$ cat config.mk
export PLATFORM = sky130hd
export DESIGN_NAME = square_freq_counter
export DESIGN_NICKNAME = d
export VERILOG_FILES = /design/src/rtl/apu_pkg.sv /design/src/rtl/freq_downcounter.sv /design/src/rtl/square_freq_counter.sv
export SDC_FILE = /design/constraint.sdc
export NUM_CORES = 1
export LEC_CHECK = 0
export ABC_AREA = 1
export CAP_MARGIN = 20
export CORE_ASPECT_RATIO = 0.7
export CORE_UTILIZATION = 35
export DETAILED_ROUTE_END_ITERATION = 6
export PLACE_DENSITY = 0.57
export REMOVE_ABC_BUFFERS = 1
export SLEW_MARGIN = 20
export SYNTH_ARGS = -nofsm -noshare
export SYNTH_HDL_FRONTEND = slang
export SYNTH_HIERARCHICAL = 1
export SYNTH_SLANG_ARGS = --single-unit
export TNS_END_PERCENT = 10
$ cat constraint.sdc
create_clock -name CLK -period 1.77 [get_ports CLK]
set_input_delay 0.177 -clock CLK [delete_from_list [all_inputs] [get_ports CLK]]
set_output_delay 0.177 -clock CLK [all_outputs]
set_load 0.005 [all_outputs]
$ cat src/rtl/apu_pkg.sv
// Shared APU types and helpers used by the square-channel frequency timer.
package apu_pkg;

   localparam int FREQ_W = 11;

   typedef logic [FREQ_W-1:0] freq_t;

   // Sweep supplies the base value and the CPU write overrides only the bits it owns.
   function automatic freq_t next_period(
      input freq_t      cur,
      input logic       wr2,
      input logic       wr3,
      input logic       sweep_load,
      input logic [7:0] db,
      input freq_t      addout
   );
      freq_t nxt;
      nxt = sweep_load ? addout : cur;
      if (wr2) nxt[7:0] = db;
      if (wr3) nxt[FREQ_W-1:8] = db[FREQ_W-9:0];
      return nxt;
   endfunction

endpackage

$ cat src/rtl/freq_downcounter.sv
// Down-counter with tick enable, zero detect and parallel reload on zero.
module freq_downcounter
   import apu_pkg::*;
(
   input  logic              clk,
   input  logic              rst_n,
   input  logic              en,
   input  logic [FREQ_W-1:0] load_val,
   output logic [FREQ_W-1:0] count,
   output logic              zero
);

   assign zero = (count == '0);

   // Zero always reloads, so the decrement can never wrap.
   always_ff @(posedge clk) begin
      if (!rst_n)
         count <= '0;
      else if (en)
         count <= zero ? load_val : count - 1'b1;
   end

endmodule

$ cat src/rtl/square_freq_counter.sv
// Square-channel frequency timer: period register, write/sweep muxing and FLOAD pulse.
module square_freq_counter
   import apu_pkg::*;
(
   input  logic              CLK,
   input  logic              nRES,
   input  logic              ACLK1,
   input  logic              WR2,
   input  logic              WR3,
   input  logic [7:0]        DB,
   input  logic              SWEEP_LOAD,
   input  logic [FREQ_W-1:0] ADDOUT,
   output logic [FREQ_W-1:0] F,
   output logic              FCO,
   output logic              FLOAD
);

   logic [FREQ_W-1:0] count;
   logic              zero;

   always_ff @(posedge CLK) begin
      if (!nRES)
         F <= '0;
      else
         F <= next_period(F, WR2, WR3, SWEEP_LOAD, DB, ADDOUT);
   end

   // The counter reloads from the register value before any same-edge write.
   freq_downcounter u_cnt (
      .clk      (CLK),
      .rst_n    (nRES),
      .en       (ACLK1),
      .load_val (F),
      .count    (count),
      .zero     (zero)
   );

   always_ff @(posedge CLK) begin
      if (!nRES)
         FLOAD <= 1'b0;
      else
         FLOAD <= ACLK1 & zero;
   end

   assign FCO = zero;

endmodule

Yosys cells after proc, flatten, opt, wreduce, memory -nomap -nowiden

Cells that the tools add are included.

Flip-flop bits (word level): 23
Bits of input ports: 25
Output and inout bits: 13

$add $sub $neg: 1
Multiplexer cells: 4
Bitwise operators: 1
Reduce and logical (&&, ||, !) cells: 3

Operators with widths:

| kind                                                                  | number |
|---|---|
| 11-bit two-way mux                                                    | 2 |
| 11-bit logical NOT                                                    | 1 |
| 11-bit by 1-bit subtractor with 11-bit output (second input constant) | 1 |
| 8-bit two-way mux                                                     | 1 |
| 2-bit nonzero test                                                    | 2 |
| 3-bit two-way mux                                                     | 1 |
| 1-bit bitwise AND                                                     | 1 |

Logic depth before layout (Yosys ltp)

Depth after elaboration: 2
Gate-level depth with buffers: 11

Cells and area by module

Netlist, hierarchy kept.

By module, submodules not included:

| module              | times used | cells an instance | area an instance (um^2) |
|---|---|---|---|
| freq_downcounter    | 1          | 142               | 873.3 |
| square_freq_counter | 1          | 91                | 596.8 |

Worst setup path after synthesis

OpenSTA, ideal clock, no wires.

Kind: reg2reg
From: reg u_cnt.count[0]
To: reg u_cnt.count[8]
Arrival: 1.162 ns
Data required time: 1.659 ns
Slack: 0.497 ns
Stages on the path, launching flop included: 11
Buffers on the path: 0
Clock period less this slack: 1.273 ns
Cells stage by stage: dfxtp_1 > inv_1 > ha_1 > nand2_2 > nor2_8 > nand2_4 > clkinv_2 > nand2_1 > nand2_1 > nor2_1 > nor2_1

Word-level cells in the longest chain between the ends: 2
Elaborated cells between the ends (all ways): 3
Classes of those cells: add/sub (1); mux (1); reduce/logical (1)

Ends and longest elaborated chain:

| item                   | line                      | source |
|---|---|---|
| start, declared        | freq_downcounter.sv:9     | `output logic [FREQ_W-1:0] count,` |
| start signal, assigned | freq_downcounter.sv:20    | `count <= zero ? load_val : count - 1'b1;` |
| 11-bit logical NOT     | freq_downcounter.sv:13    | `assign zero = (count == '0);` |
| net FCO                | square_freq_counter.sv:14 | `output logic FCO,` |
| 11-bit two-way mux     | freq_downcounter.sv:20    |  |

The timed path passes the listed nets, and every way through them passes these cells.
A chain may end at the register's enable or synchronous reset.

Worst setup path in the final report

From: reg u_cnt.count[0]
To: reg u_cnt.count[8]

Word-level cells in the longest chain between the ends: 2
Elaborated cells between the ends (all ways): 3
Classes of those cells: add/sub (1); mux (1); reduce/logical (1)

Ends and longest elaborated chain:

| item                                                                                       | line |
|---|---|
| 11-bit by 1-bit subtractor with 11-bit output / 11-bit logical NOT (equally long branches) | freq_downcounter.sv:20, freq_downcounter.sv:13 |
| 11-bit two-way mux *                                                                       | freq_downcounter.sv:20 |

Mark *: on every way between the ends. The rest lies on a longest branch, timed or not.

==> results.txt <==
Post-DP HPWL: 2950 µm
Worst-Margin Slew: 0.5129 ns
Critical Path End Type: flip-flop
Metal3 WL: 245 µm
Crit path cell chain: inv_2 > buf_4 > ha_1 > nand2_1 > nor2_2 > nand2_1 > o21ai_1 > inv_1 > nor2_1 > nor2_1
Pleak: 1.047 nW
Residual DRC: 0
Avg Inst Size Synth: 6.310 µm²
Pins Over Slew Limit: 0
Vias in the first global route: 1507
Clk_skew: 0.001527 ns
# diodes: 0
Gr usage total: 19.22%
Wl on met1: 1992 µm
Tcrit/Tclk final: 86.77%
Period minus WS final: 1.536 ns
Post-layout nets: 314
Seq/Total Area, Yosys: 31.32%
First-pass GRT wire length: 6672 µm
GP Congestion: 0.7866
Clock buffer depth: 2
Worst Path Required: 1.93 ns
CTS root buffer: clkbuf_8
Worst-path clk slew: 0.08 ns
DR pass1 iterations: 4
Mapped Area: 1470 µm²
Setup TNS: 0 ns
Row count: 19
Worst r2r src: u_cnt/count[0]
Area leader, netlist: dfxtp_1
Setup crit start kind: flip-flop
Num ports: 38
Power per cell area: 1511 nW/µm²
Critical Setup Path Class: reg2reg
WL final: 3875 µm
Top post-synthesis cells by area: dfxtp_1 (31%), nand2_1 (20%), nand3_1 (11%)
Top layer reached by signal wires: met4
Clk Latency, worst-skew pair: 0.26 ns
Hold Path Class: reg2reg
Hold path startpoint: u_cnt/count[10]
RSZ-0062 raised after global routing: no
Largest stage delay, worst path: 0.33 ns
Initial antenna violation count: 0
Starting Density: 37.03%
Layout area overhead: 40.94%
Cell count after synthesis: 233
Iter 0 DRT Violations: 78
Max_cap viols: 0
H-tree Lvls: 1
CTS tree: yes
DR WL/cell: 11.46 µm
Syn. warnings: 6
CP Max Fanout: 4
FMAX: 0.6512 GHz
Critical path arrival: 1.70 ns
Pin count of the biggest net entering global routing: 16
CTS Sinks: 23
Top cell type's share of synthesized area: 31.32%
Origin of the worst setup path: u_cnt/count[0]
Die Area: 4468 µm²
Flops & latches, synth: 23
Die W: 79.47 µm
Outcome: completed
Wire length on met2: 1624 µm
Grt ovf: 0
TritonCTS Buffers: 3
Delay-heaviest family, CP: simple AND/OR/NAND/NOR gates
Vias: 1574
Worst vdd ir: 764.2 µV
Critical path buffer and inverter count: 3
Netlist cell types: 23
IO buf count: 37
Relative slew slack: 65.70%
Final setup viols: 0
Vias per cell: 4.657
DRT antenna net count: 0
Core Area: 3970 µm²
Die height: 56.23 µm
Crit path max-delay cell type: dfxtp_2
Share of layout cells above drive strength 1: 16.43%
WHS: 0.4847 ns
Fin. Hold Viols: 0
-- synth_stat cells, drive strengths merged --
master	count
nand2	82
inv	39
nand3	32
dfxtp	23
nor2	21
a21oi	13
nand3b	7
buf	4
nor3	3
o21ai	3
clkinv	2
ha	2
xnor2	1
xor2	1
-- through the flow --
| stage | instance area (µm²) | power (mW) | cells | utilization, % | worst slack, ns |
|---|---|---|---|---|---|
| after floorplan | 1431 | 2.035 | 229 | - | 0.5001 |
| after global placement | 1904 | 2.506 | 323 | 47.97 | 0.1639 |
| after detailed placement | 1904 | 2.489 | 323 | 47.97 | 0.1339 |
| after CTS | 2028 | 3.035 | 334 | 51.09 | 0.002679 |
| after global routing | 2072 | 3.407 | 338 | 52.19 | 0.1436 |
| final | 2072 | 3.132 | 338 | 52.19 | 0.2343 |
-- worst register-to-register path, stage by stage, from the launching register on --
cell	delay [ns]
dfxtp_2	0.33
inv_2	0.08
buf_4	0.12
ha_1	0.20
nand2_1	0.12
nor2_2	0.19
nand2_1	0.10
o21ai_1	0.12
inv_1	0.05
nor2_1	0.08
nor2_1	0.04
-- cell families (layout without fill, tap and decap cells) --
kind of cell | Yosys count | count (layout) | share of synthesized area (%)
compound gates | 16 | 16 | 5.446
fa+ha+maj | 2 | 2 | 1.702
simple gates | 145 | 145 | 47.15
buf+inv | 45 | 98 | 13.19
xor+xnor | 2 | 2 | 1.192
flops | 23 | 23 | 31.32
-- final cells by class --
| class | instances | area, µm² |
|---|---|---|
| tap | 52 | 65.06 |
| inverter | 41 | 155.1 |
| timing repair buffer | 53 | 493.0 |
| sequential | 23 | 469.2 |
| fill | 413 | 1898 |
| multi-input combinational | 165 | 843.3 |
| clock inverter | 1 | 5.005 |
| clock buffer | 3 | 41.29 |
-- registers in the layout (all words and copies together), names as in the netlist --
register,count
u_cnt/count,11
FLOAD,1
F,11
-- final timing paths --
kind / end / slack, ns / cells after the start
setup / recovery: u_cnt/count[8] / 0.23 / 10
hold reg to reg: u_cnt/count[10] / 0.48 / 2
setup reg to reg: u_cnt/count[8] / 0.23 / 10
hold / removal: u_cnt/count[10] / 0.48 / 2
-- where the power goes --
part | internal, mW | total, mW | switching, mW
sequential | 0.651 | 0.771 | 0.121
clock | 0.157 | 0.323 | 0.166
combinational | 0.889 | 2.04 | 1.15
-- routing by layer --
metal | up-vias | GRT usage, %
li1 | 827 | -
met3 | 2 | 5.082
met4 | 0 | 2.597
met5 | - | 0
met2 | 41 | 28.21
met1 | 704 | 28.47
-- repair_timing --
action	CTS	global route
resized for setup	8	7
hold buffers	0	0
buffers inserted	7	4
setup endpoints to repair	1	1
endpoints found under the hold margin	0	0
cloned	0	0
pin swaps	5	5
-- placed cells by master, fill, tap and decap left out, drive strengths merged --
cell | netlist | layout
nand2 | 82 | 82
inv | 39 | 39
clkdlybuf4s50 | 0 | 36
nand3 | 32 | 32
dfxtp | 23 | 23
nor2 | 21 | 21
buf | 4 | 16
a21oi | 13 | 13
nand3b | 7 | 7
nor3 | 3 | 3
clkbuf | 0 | 3
clkinv | 2 | 3
o21ai | 3 | 3
ha | 2 | 2
dlymetal6s2s | 0 | 1
xor2 | 1 | 1
xnor2 | 1 | 1
Note: power is estimated with default switching activity, not from simulation.
